$ cat config.mk
export PLATFORM = sky130hd
export DESIGN_NAME = count_7sd_multi
export DESIGN_NICKNAME = d
export VERILOG_FILES = /design/src/rtl/count_7sd_multi.sv
export SDC_FILE = /design/constraint.sdc
export NUM_CORES = 1
export LEC_CHECK = 0
export ABC_AREA = 1
export CAP_MARGIN = 40
export CORE_UTILIZATION = 49
export DETAILED_ROUTE_END_ITERATION = 10
export PLACE_DENSITY = 0.74
export SYNTH_ARGS = -nofsm -noshare
export SYNTH_HDL_FRONTEND = slang
export SYNTH_SLANG_ARGS = --single-unit
export TNS_END_PERCENT = 20
$ cat constraint.sdc
create_clock -name i_Clk -period 2.2 [get_ports i_Clk]
set_input_delay 0.22 -clock i_Clk [delete_from_list [all_inputs] [get_ports i_Clk]]
set_output_delay 0.22 -clock i_Clk [all_outputs]
set_load 0.005 [all_outputs]
$ cat src/rtl/count_7sd_multi.sv
// count_7sd_multi: multi-digit, multi-mode counter driving N active-low seven-segment digits
module count_7sd_multi #(
  parameter int NUM_DIGITS  = 2,
  parameter int RADIX_BCD   = 0,
  parameter int CLK_HZ      = 25000000,
  parameter int AUTO_HZ     = 1,
  parameter int HOLD_CYCLES = 50000000,
  parameter int BLANK_LZ    = 0
) (
  input  logic                    i_Clk,
  input  logic                    i_Reset,
  input  logic                    i_Mode_Next,
  input  logic                    i_Step,
  input  logic                    i_Dir,
  input  logic [3:0]              i_Bits,
  output logic [2:0]              o_Mode,
  output logic [4*NUM_DIGITS-1:0] o_Value,
  output logic                    o_Wrap,
  output logic [7*NUM_DIGITS-1:0] o_Segments
);
  localparam int DIV = CLK_HZ / AUTO_HZ;
  localparam int PW = $clog2(DIV);
  localparam int HW = $clog2(HOLD_CYCLES + 1);
  localparam logic [3:0] MAXD = (RADIX_BCD != 0) ? 4'd9 : 4'd15;
  localparam logic [2:0] IDLE = 3'd0, AUTO = 3'd1, STEP = 3'd2, BITS = 3'd3, CLEAR_WAIT = 3'd4;
  localparam logic [111:0] FONT = {7'h0E, 7'h06, 7'h21, 7'h46, 7'h03, 7'h08, 7'h10, 7'h00,
                                   7'h78, 7'h02, 7'h12, 7'h19, 7'h30, 7'h24, 7'h79, 7'h40};
  logic                    mode_cur, mode_prev, step_cur, step_prev;
  logic [3:0]              bits_cur, bits_prev, bits_rise, bit_d0;
  logic [PW-1:0]           presc;
  logic [HW-1:0]           hold;
  logic                    mode_fall, step_rise, hold_hit, tick, count_en, bit_ok, carry, seen;
  logic [4*NUM_DIGITS-1:0] cnt_val;
  logic [7*NUM_DIGITS-1:0] disp;
  logic [3:0]              d, s;
  assign mode_fall = mode_prev & ~mode_cur;
  assign step_rise = step_cur & ~step_prev;
  assign bits_rise = bits_cur & ~bits_prev;
  assign hold_hit  = mode_cur && hold == HW'(HOLD_CYCLES - 1);
  assign tick      = o_Mode == AUTO && presc == PW'(DIV - 1);
  assign count_en  = tick || (o_Mode == STEP && step_rise);
  assign bit_d0    = o_Value[3:0] ^ bits_rise;
  assign bit_ok    = |bits_rise && !(RADIX_BCD != 0 && bit_d0 > 4'd9);
  // Ripple one count through the digits in the direction given by i_Dir
  always_comb begin
    cnt_val = o_Value;
    carry = 1'b1;
    d = 4'd0;
    for (int i = 0; i < NUM_DIGITS; i++) begin
      d = o_Value[4*i +: 4];
      cnt_val[4*i +: 4] = !carry ? d : i_Dir ? (d == 4'd0 ? MAXD : d - 4'd1) : (d == MAXD ? 4'd0 : d + 4'd1);
      carry = carry && (i_Dir ? d == 4'd0 : d == MAXD);
    end
  end
  // Display pattern per digit, with optional blanking of leading zeros
  always_comb begin
    disp = '1;
    seen = 1'b0;
    s = 4'd0;
    for (int i = NUM_DIGITS - 1; i >= 0; i--) begin
      s = o_Value[4*i +: 4];
      seen = seen || s != 4'd0;
      disp[7*i +: 7] = o_Mode == IDLE ? 7'h3F : o_Mode == CLEAR_WAIT ? 7'h2F :
                       (BLANK_LZ != 0 && i > 0 && !seen) ? 7'h7F : FONT[7*int'(s) +: 7];
    end
  end
  // Input edge detection, hold timing, prescaler, mode FSM and counter
  always_ff @(posedge i_Clk) begin
    mode_cur  <= i_Mode_Next;
    step_cur  <= i_Step;
    bits_cur  <= i_Bits;
    mode_prev <= i_Reset ? i_Mode_Next : mode_cur;
    step_prev <= i_Reset ? i_Step : step_cur;
    bits_prev <= i_Reset ? i_Bits : bits_cur;
    if (i_Reset) begin
      o_Mode     <= IDLE;
      o_Value    <= '0;
      o_Wrap     <= 1'b0;
      o_Segments <= '1;
      presc      <= '0;
      hold       <= '0;
    end else begin
      o_Segments <= disp;
      o_Wrap     <= 1'b0;
      hold       <= !mode_cur ? '0 : hold == HW'(HOLD_CYCLES) ? hold : hold + 1'b1;
      presc      <= (o_Mode == AUTO && !hold_hit && !mode_fall && !tick) ? presc + 1'b1 : '0;
      if (hold_hit) begin
        o_Value <= '0;
        o_Mode  <= CLEAR_WAIT;
      end else if (mode_fall) begin
        o_Mode <= (o_Mode == CLEAR_WAIT || o_Mode == BITS) ? IDLE : o_Mode + 3'd1;
      end else if (count_en) begin
        o_Value <= cnt_val;
        o_Wrap  <= carry;
      end else if (o_Mode == BITS && bit_ok) begin
        o_Value[3:0] <= bit_d0;
      end
    end
  end
endmodule

* Word-level counts from Yosys, hierarchy flattened
Index checks and enable logic that the tools add are counted.
W data, S select, Z words.
** Storage, ports and cells
- Flip-flop bits (word level) :: 89
- Latch bits :: 0
- RAM bits :: 0
- Memory bits (read-only) :: 0
- Input port bits :: 9
- Output and inout port bits :: 26
- Word-level logic and storage cells :: 93
- Memories :: 0
** Cells by class
- Add/sub/neg operators :: 7
- Multipliers :: 2
- Div/mod/pow operators :: 0
- Order comparisons :: 0
- Equality and inequality tests :: 9
- Shift operators :: 2
- Multiplexer cells :: 20
- Bitwise gates (word level) :: 10
- Reductions and logical operators :: 27
** Operators by type and width (number)
- $shiftx A112 B8 Y7 const A :: 2
- $eq A26 B26 Y1 const B :: 2
- $mux W4 :: 9
- $mux W7 :: 4
- $add A26 B1 Y26 const B :: 1
- $add A25 B1 Y25 const B :: 1
- $eq A25 B25 Y1 const B :: 1
- $mul A3 B4 Y7 const A :: 2
- $mux W3 :: 3
- $add A4 B1 Y4 const B :: 2
- $eq A4 B4 Y1 const B :: 2
- $logic_and A1 B1 Y1 :: 8
- $logic_not A4 Y1 :: 2
- $reduce_or A2 Y1 :: 4
- $reduce_or A4 Y1 :: 2
- $sub A4 B1 Y4 const B :: 2
- $eq A3 B2 Y1 const B :: 2
- $not A1 Y1 :: 5
- $and A4 B4 Y4 :: 1
- $mux W1 :: 4
- $not A4 Y4 :: 1
- $reduce_bool A2 Y1 :: 2
- $xor A4 B4 Y4 :: 1
- $add A3 B1 Y3 const B :: 1
- other kinds (9) :: 13

* Longest topological paths before layout
Gate-level depths: netlist (run 1).
- Depth after elaboration :: 8
- Gate-level depth with buffers :: 11

* Least setup slack after synthesis (run 1)
OpenSTA, ideal clock, no wires.
- Kind :: reg2reg
- Start point :: reg o_Value[4]
- End point :: reg o_Value[6]
- Arrival time :: 1.454 ns
- Data required time :: 2.090 ns
- Slack :: 0.637 ns
- Stages on the path, launching flop included :: 10
- Buffers on the path :: 0
- Clock period less this slack :: 1.563 ns
- Path through :: dfxtp_1 inv_1 ha_1 ha_1 nand2_1 nand2_1 a31oi_1 nand4_1 nand2_1 nor2_1
** Between the ends
- Cells in the longest elaborated chain, start to end :: 3
** Ends and longest elaborated chain
- start: declaration :: RTL line 17 : output logic [4*NUM_DIGITS-1:0] o_Value,
- start signal: assignment :: RTL line 93 : o_Value <= cnt_val;
- $add A4 B1 Y4 (tied with other cells) :: RTL line 51 : cnt_val[4*i +: 4] = !carry ? d : i_Dir ? (d == 4'd0 ? MAXD : d - 4'd1) : (d == MAXD ? 4'd0 : d + 4'd1);
- $mux W4 :: RTL line 51
- $mux W4 (*) :: RTL line 51
Mark *: on every way between the ends. The rest lies on a longest branch, timed or not.
A chain may end at the register's enable or synchronous reset.

* Worst setup path in the final report (run 1)
- Start point :: reg presc[0]
- End point :: reg presc[6]
** Between the ends
- Cells in the longest elaborated chain, start to end :: 6
** Ends and longest elaborated chain
- start: declaration :: RTL line 30 : logic [PW-1:0] presc;
- start signal: assignment :: RTL line 86 : presc <= (o_Mode == AUTO && !hold_hit && !mode_fall && !tick) ? presc + 1'b1 : '0;
- parallel branches: the longest is 6 deep, another holds $add A25 B1 Y25
Parallel ways; which one is timed is not known.

==> reports/results.tsv, run 1 <==
metric	value	unit
r2r_slack	0.25	ns
fp.dieArea	0.01001	mm^2
grt_pass1_vias	4124	
min_path_type	input port to flop	
min_from	i_Bits[3]	
path_cells	ha_1 > nand3_1 > inv_2 > nand2_2 > nor2_2 > nand3_4 > nand4_2 > nor2_1	
antenna_cells	0	
power.density	579.8	mW/mm^2
syn_area	0.004708	mm^2
yosys_warnings	0	
holdPathStages	1	
area.growth.synth_to_final	15.39	%
timing.rr.end	presc[6]	
tns	0	ns
drt_iter0_drc	216	
syn_inst	688	
synth_cell_types	41	
path_class	flop to flop	
cts_hold_buf	0	
multi_input_area	0.002505	mm^2
hold_viol	0	
tightest_slew	0.6449	ns
synth_area_per_cell	6.843	um^2
dpl.hpwl	8125	um
grt_max_degree	26	
htree_levels	3	
grt_pass1_wl	18360	um
io_buffer_count	34	
routabilityCongestion	0.9290	
layout_min_cycle_time	1.945	ns
worst_setup_path_end_kind	flop	
cts_tree	built	
vias_per_cell	5.140	
critPathRequiredTime	2.47	ns
post_cts_buffers	0	
fillers	906	
fin_worst_skew	0.01429	ns
via_count	4431	
fmax	514.1	MHz
finish.net_count	755	
ys_seq_area_share	37.84	%
core.rowCount	35	
start_util	50.71	%
setup_viol	0	
seq_area	0.001782	mm^2
holdPathEnd	bits_cur[3]	
finalWirelength	10700	um
grt_usage	22.75	%
die_h	100.0	um
ys_ff_latch	89	
cp.arrival	2.21	ns
clock_path_buffers	2	
pin_count	35	
numCtsBuffers	9	
cts_resized	0	
synth_nets	715	
final_cell_mix	nand2_1 (157), nor2_1 (104), inv_1 (93), dfxtp_1 (89), nand3_1 (40)	
whs	0.3735	ns
synth_edf_count	0	
cts.sinks	89	
critPathLaunchType	flop	
ir_drop	297.1	uV
wire_per_inst	12.41	um
cts-root-buf	clkbuf_8	
grt_overflow	0	
slew_headroom	56.90	%
drive_above_1_share	5.593	%
drv_slew	0	
antenna_found_initial	0	
synthArstFlopShare	0	%
synthFlopType	dfxtp_1	
period_share	88.41	%
core_area	0.009284	mm^2
rsz0062_at_grt	no	
layout.cells.most_common	nand2_1	
max_stage_delay	0.53	ns
cp_max_fo	25	
drcViolationCount	0	
first_pass_iters	4	
clkSlewWorstSetupHoldPaths	0.10	ns
reg2reg_depth	8	
worstReg2RegStart	presc[0]	
die_x	100.0	um
ant_nets	0	
cpMaxStageDelayCell	nand4_2	
p_leak	0.002103	uW
clock_latency	0.36	ns
drv_cap	0	
outcome	completed	
-- power by group --
| part | internal [uW] | switching, uW | leakage [uW] |
|---|---|---|---|
| registers | 1650 | 17.7 | 0.000724 |
| logic | 93.4 | 114 | 0.00127 |
| clock network | 675 | 603 | 0.000113 |
| total | 2420 | 734 | 0.00210 |
-- through the flow --
step | instance area [um^2] | total power [uW] | setup WS, ns | cells | util [%]
6_report | 5433 | 3150 | 0.2549 | 862 | 58.52
5_1_grt | 5433 | 3282 | 0.04228 | 862 | 58.52
3_3_place_gp | 5205 | 1904 | 0.1997 | 846 | 56.06
2_1_floorplan | 4708 | 1814 | 0.6366 | 688 | -
4_1_cts | 5433 | 3173 | 0.2343 | 862 | 58.52
3_5_place_dp | 5205 | 1910 | 0.1683 | 846 | 56.06
-- metal layers --
metal / vias to the layer above / global-route usage [%] / wire, um
li1: 2288 / - / -
met1: 2011 / 29.07 / 5015
met2: 103 / 38.36 / 4979
met3: 29 / 3.064 / 397
met4: 0 / 10.26 / 304
met5: - / 0 / 0
-- cells in the mapped netlist, drive strengths merged, types with 2 or more instances --
| master | n | area (um^2) |
|---|---|---|
| nand2 | 163 | 631.9 |
| o21a | 4 | 30.03 |
| clkbuf | 8 | 30.03 |
| ha | 18 | 225.2 |
| o2111ai | 2 | 17.52 |
| nand3b | 2 | 15.01 |
| dfxtp | 89 | 1782 |
| buf | 3 | 20.01 |
| o22ai | 4 | 25.02 |
| nor2 | 109 | 431.7 |
| nor3 | 29 | 156.4 |
| inv | 95 | 356.6 |
| a21oi | 31 | 155.2 |
| a31oi | 5 | 31.28 |
| o21ai | 23 | 115.1 |
| nand3 | 43 | 237.7 |
| nor3b | 3 | 22.52 |
| nor4 | 3 | 18.77 |
| xor2 | 15 | 131.4 |
| o31ai | 2 | 15.01 |
| xnor2 | 8 | 70.07 |
| clkinv | 4 | 15.01 |
| o311ai | 2 | 17.52 |
| nand4 | 16 | 106.4 |
-- cell type report --
type                    count  area share (%)
repair buffers             40           7.094
well taps                 129           2.971
inverters                  99           6.840
flip-flops and latches     89           32.80
clock inverters             6           1.658
multi-input cells         489           46.11
clock buffers              10           2.533
-- flip-flops by register name, indices dropped and copies added, names as in the netlist --
signal and count:
step_prev 1, step_cur 1, o_Value 8, bits_cur 4, mode_cur 1, mode_prev 1
o_Mode 3, o_Wrap 1, presc 25, hold 26, o_Segments 14, bits_prev 4
-- kinds of logic (layout without fill, tap and decap cells) --
kind of cell | after synthesis | after routing | share of synthesized area [%]
flops | 89 | 89 | 37.84
buf+inv | 110 | 155 | 8.955
compound gates | 78 | 78 | 9.461
simple gates | 370 | 370 | 34.68
xor+xnor | 23 | 23 | 4.279
fa+ha+maj | 18 | 18 | 4.784
-- worst max-delay path, delay by kind of cell, from the launching register on --
family / cells / cell delay [ns]
and+or+nand+nor: 6 / 1.19
buffers and inverters: 1 / 0.07
DFF: 1 / 0.36
adders and majority gates: 1 / 0.23
-- worst max path at each step --
| stage | start | to | slack, ns | cells after the start |
|---|---|---|---|---|
| 3_3_place_gp | i_Dir | o_Value[7] | 0.20 | 7 |
| 3_5_place_dp | i_Dir | o_Value[7] | 0.17 | 7 |
| 4_1_cts | presc[0] | presc[6] | 0.23 | 8 |
| 5_1_grt | presc[0] | presc[12] | 0.04 | 8 |
| 2_1_floorplan | o_Value[4] | o_Value[6] | 0.64 | 9 |
| 6_report | presc[0] | presc[6] | 0.25 | 8 |
Power figures use the tool's default switching activity.
==> inputs of run 2 (changes only) <==
- CAP_MARGIN: 40 -> 20
- GPL_TIMING_DRIVEN: default -> 0
==> reports/results.tsv, run 2 (synthesis gave the netlist of run 1 again) <==
metric	value	unit	change
outcome	completed		
ant_nets	0		unchanged
p_seq_share	57.4	%	+4.6 points
layout_min_cycle_time	1.916	ns	-0.02856 ns
clock_latency	0.36	ns	about the same
dpl.hpwl	8155	um	+0.37%
drive_above_1_share	5.163	%	-0.43 points
clkSlewWorstSetupHoldPaths	0.09	ns	about the same
layout.cells.most_common	nand2_1		
core.rowCount	35		unchanged
power.share.combinational	7.0	%	+0.4 points
drv_cap	0		unchanged
min_path_type	input port to flop		
critPathLaunchType	flop		
internal_power	2153	uW	-11%
grt_usage	22.83	%	+0.080 points
antenna_cells	0		unchanged
cp.arrival	2.18	ns	-0.03 ns
path_class	flop to flop		
drv_slew	0		unchanged
final_cell_mix	nand2_1 (157), nor2_1 (104), inv_1 (93), dfxtp_1 (89), nand3_1 (40)		
cts_resized	0		unchanged
top_register	hold		
cts_tree	built		
rsz0062_at_grt	no		
hold_viol	0		unchanged
fp.dieArea	0.01001	mm^2	unchanged
pre_cts_slack	0.2862	ns	+0.1179 ns
cts.sinks	89		unchanged
clock_power_share	35.6	%	-5.0 points
grt_overflow	0		unchanged
drt_iter0_drc	234		+8.3%
setup_slack	0.2835	ns	+0.02856 ns
numCtsBuffers	9		unchanged
setup_viol	0		unchanged
finish.net_count	758		+0.40%
grt_max_degree	17		-35%
routabilityCongestion	0.8903		-4.2%
fillers	894		-1.3%
drcViolationCount	0		unchanged
reg_top3	hold: 26 flops, presc: 25 flops, o_Segments: 14 flops		
slew_headroom	64.81	%	+7.9 points
cp_max_fo	8		-68%
vias_per_cell	5.090		-0.98%
core_area	0.009284	mm^2	unchanged
power.density	540.0	mW/mm^2	-6.9%
via_count	4403		-0.63%
critPathRequiredTime	2.47	ns	about the same
cts-root-buf	clkbuf_8		
fmax	521.8	MHz	+1.5%
first_pass_iters	5		+1
die_h	100.0	um	unchanged
cts_hold_buf	0		unchanged
post_cts_buffers	0		unchanged
die_x	100.0	um	unchanged
wire_per_inst	12.30	um	-0.91%
htree_levels	3		unchanged
tightest_slew	0.5279	ns	-0.1170 ns
grt_pass1_vias	4026		-2.4%
power_switching_share	25.72	%	+2.4 points
worst_setup_path_end_kind	flop		
pin_count	35		unchanged
tns	0	ns	unchanged
p_switching	745.5	uW	+1.5%
start_util	50.71	%	unchanged
period_share	87.11	%	-1.3 points
p_leak	0.002061	uW	-2.0%
fin_worst_skew	0.01219	ns	-0.002095 ns
ir_drop	369.9	uV	+25%
area.growth.synth_to_final	14.00	%	
io_buffer_count	32		-5.9%
finalWirelength	10640	um	-0.56%
grt_pass1_wl	18330	um	-0.19%
antenna_found_initial	0		unchanged
clock_path_buffers	2		unchanged
largest_reg_flops	26		unchanged
[run 2: worst paths after layout]
path	from	end	slack [ns]	depth (start not counted)
worst min-delay path	i_Reset	mode_prev	0.28	3
worst max register to register	presc[0]	o_Wrap	0.28	9
worst max-delay path	presc[0]	o_Wrap	0.28	9
worst min register to register	bits_cur[2]	bits_prev[2]	0.45	2
[run 2: final cells by class]
type                            instances  area (um^2)  share of cell area, %
Sequential cell                        89         1782                  33.19
Clock buffer                            9        123.9                  2.308
Clock inverter                          7        53.80                  1.002
Multi-Input combinational cell        489         2505                  46.67
Buffer                                 11        50.05                 0.9324
Tap cell                              129        161.4                  3.007
Timing Repair Buffer                   32        320.3                  5.967
Inverter                               99        371.6                  6.923
[run 2: layer usage]
metal  vias up  GRT usage, %  part of all wire, %
li1       2298             -                    -
met3         6         3.691                  4.8
met2       109         39.68                   49
met1      1990         28.75                   45
met4         0         7.915                 0.79
met5         -             0                    0
[run 2: worst max-delay path, cell delays in order, from the launching register on]
cell	delay, ns
dfxtp_1	0.46
ha_1	0.22
nand3_1	0.14
inv_2	0.10
nand2_2	0.06
nor2_2	0.14
nand3_4	0.15
nand2_4	0.15
nand3_2	0.14
nor3_1	0.27
[run 2: per-stage QoR]
| step | util [%] | hold slack [ns] | total power, uW | instances | cell area, um^2 |
|---|---|---|---|---|---|
| after floorplan | - | 0.2477 | 1814 | 688 | 4708 |
| after global placement | 55.90 | 0.4276 | 1897 | 849 | 5190 |
| after detailed placement | 55.90 | 0.4356 | 1904 | 849 | 5190 |
| after CTS | 57.82 | 0.2713 | 2935 | 865 | 5368 |
| after global routing | 57.82 | 0.3157 | 3022 | 865 | 5368 |
| final | 57.82 | 0.2780 | 2898 | 865 | 5368 |
[run 2: power groups by stage]
stage	Sequential [uW]	Clock, uW	Combinational [uW]
after floorplan	1700	0	113
after global placement	1700	0	197
after detailed placement	1700	0	202
after CTS	1660	1070	203
after global routing	1670	1130	228
final	1660	1030	202
==> inputs of run 3 (changes only) <==
- SKIP_CTS_REPAIR_TIMING: default -> 1
- clock period: 2.2 -> 2.3 ns (I/O delays scaled with it)
==> results of run 3 <==
Same layout as run 2 (identical final DEF). Status: completed.
Among the figures that moved: setup slack after placement 0.2862 ns -> 0.3862 ns; setup slack after layout 0.2835 ns -> 0.3835 ns; hold slack 0.2780 ns -> 0.2880 ns; register-to-register setup slack 0.28 ns -> 0.38 ns; total power 2898 uW -> 2772 uW; worst IR drop on VDD 369.9 uV -> 353.8 uV
==> variant, RTL diff (config.mk and constraints of run 3) <==
Change the parameter `NUM_DIGITS` from 2 to 1.
--- a/src/rtl/count_7sd_multi.sv
+++ b/src/rtl/count_7sd_multi.sv
@@ -1,5 +1,5 @@
 // count_7sd_multi: multi-digit, multi-mode counter driving N active-low seven-segment digits
 module count_7sd_multi #(
-  parameter int NUM_DIGITS  = 2,
+  parameter int NUM_DIGITS  = 1,
   parameter int RADIX_BCD   = 0,
   parameter int CLK_HZ      = 25000000,
Ports: changed (resized o_Segments and o_Value); port bits go from 35 to 24. The function was not compared with the original's and may differ.
==> variant against run 3 <==
Power rose by 0.69%; largest power group unchanged; hold slack improved by 0.066 ns; clock skew barely moved; worst setup slack improved by 0.040 ns; sequential cell count fell by 11; area after synthesis fell by 14%; sequential share of layout area rose by 0.21 points; cell count fell by 15%; wire length fell by 18%; design area fell by 13%; global-route usage fell by 1.0 points; first-iteration DRC count fell by 12%.
==> variant: results (changes against run 3) <==
{| class="wikitable"
! Metric !! Value
|-
| Peak supply drop || 0.0003604 V (+1.9%)
|-
| Synthesized Nets || 618 (-14%)
|-
| Met3 track demand over resource in global routing || 3.902% (+0.21 points)
|-
| Worst max-slew margin expressed relative to the limit || 60.27% (-4.5 points)
|-
| Number of distinct library cells after synthesis || 40 (-2.4%)
|-
| Static Leakage || 1.776 nW (-14%)
|-
| Vias after detailed routing || 3808 (-14%)
|-
| Pin count of the biggest net entering global routing || 15 (-2)
|-
| Startpoint of the worst register-to-register path || o_Value[0]$_SDFFE_PP0P_
|-
| Worst Clk Skew || 0.01197 ns (-0.0002247 ns)
|-
| Result of the run || finished clean
|-
| Global routing usage summed across all routing layers || 21.83% (-1.0 points)
|-
| WL/cell || 11.86 um (-3.6%)
|-
| Fraction of the yosys area taken by sequential cells || 38.35% (+0.51 points)
|-
| Register-to-Register Path Depth || 13 (+4)
|-
| Worst Min Path Start || i_Bits[0]
|-
| DR iter-0 viols || 206 (-12%)
|-
| Hpwl dp || 6557 um (-20%)
|-
| Highest fanout seen on the critical path || 9 (+1)
|-
| Number of buffers inserted by port buffering || 23 (-28%)
|-
| Most frequent cells after synthesis || nand2_1, nor2_1, dfxtp_1, inv_1, a21oi_1
|-
| Via count of the first global-routing pass || 3428 (-15%)
|-
| Terminus of the critical flop-to-flop path || o_Value[1]$_SDFFE_PP0P_
|-
| Register-to-register setup slack || 0.42 ns (+0.04 ns)
|-
| Cell types occupying the most area after synthesis || dfxtp_1, nand2_1, nor2_1
|-
| Drt pass-1 iters || 4 (-1)
|-
| Fraction of layout instances using a drive strength above 1 || 7.717% (+2.6 points)
|-
| Final nets || 652 (-14%)
|-
| Routability congestion estimate from global placement || 0.8803 (-1.1%)
|-
| Registers with the most flip-flops || hold (26), presc (25), o_Segments (7)
|-
| Register ranked first by flip-flop count || hold
|-
| CP Data Arrival Time || 2.12 ns (-0.06 ns)
|}
## variant: cell types whose count changed after synthesis, moves of 4 or more
cell	change
inv_1	-24
xnor2_1	-5
xor2_1	-8
ha_1	-5
nand3_1	-7
a21oi_1	+12
clkbuf_1	-5
or2_0	+7
nor2_1	-22
nand2_1	-9
a31oi_1	-4
nor3_1	-8
dfxtp_1	-11
## variant: worst min-delay path by stage
stage / end / slack [ns] / depth (start not counted)
floorplan: bits_cur[0]$_DFF_P_ / 0.26 / 0
global placement: bits_prev[0]$_DFF_P_ / 0.43 / 2
detailed placement: bits_prev[0]$_DFF_P_ / 0.44 / 2
CTS: bits_cur[0]$_DFF_P_ / 0.35 / 1
global route: bits_cur[0]$_DFF_P_ / 0.35 / 1
finish: bits_cur[0]$_DFF_P_ / 0.35 / 1
## variant: cell type report
| class | count | area, um2 |
|---|---|---|
| fillers | 733 | 3213 |
| clock buffers | 9 | 123.9 |
| repair buffers | 23 | 230.2 |
| plain buffers | 8 | 48.80 |
| flip-flops and latches | 78 | 1562 |
| well taps | 102 | 127.6 |
| clock inverters | 7 | 121.4 |
| inverters | 77 | 290.3 |
| multi-input cells | 433 | 2171 |
## variant: through the flow
step	instance area [um2]	power (mW)	hold slack, ns	std cells	worst slack [ns]
floorplan	4071	1.508	0.2577	596	0.7282
global placement	4429	1.569	0.4263	721	0.2213
detailed placement	4429	1.572	0.4364	721	0.3101
CTS	4674	2.810	0.3521	737	0.4528
global route	4674	2.902	0.3524	737	0.1889
finish	4674	2.792	0.3543	737	0.4236
## variant: logic make-up after synthesis
group / after synthesis / synth area share (%)
compound gates: 76 / 9.957
fa+ha+maj: 13 / 3.995
buf+inv: 85 / 8.328
simple gates: 334 / 37.22
xor+xnor: 10 / 2.151
flops: 78 / 38.35
## variant: where the power goes
part	leakage [nW]	switching [mW]	total (mW)	internal (mW)
clock network	0.124	0.525	1.25	0.727
logic	1.02	0.0834	0.151	0.0677
registers	0.634	0.0129	1.39	1.38
total	1.78	0.621	2.79	2.17
## variant: layer usage
| metal | share of wire (%) | vias to the layer above |
|---|---|---|
| li1 | - | 1990 |
| met1 | 48 | 1730 |
| met2 | 45 | 75 |
| met3 | 4.8 | 13 |
| met4 | 1.6 | 0 |
| met5 | 0 | - |
## variant: critical path, cell delays in order, from the launching register on
cell	delay (ns)
dfxtp_1	0.39
buf_2	0.23
inv_1	0.09
ha_1	0.26
inv_1	0.07
nor2_1	0.06
nand3_1	0.15
o21ai_0	0.11
a21oi_1	0.13
nand2_1	0.07
nand2_1	0.07
nand2_1	0.05
nand2_1	0.05
nor2_1	0.04
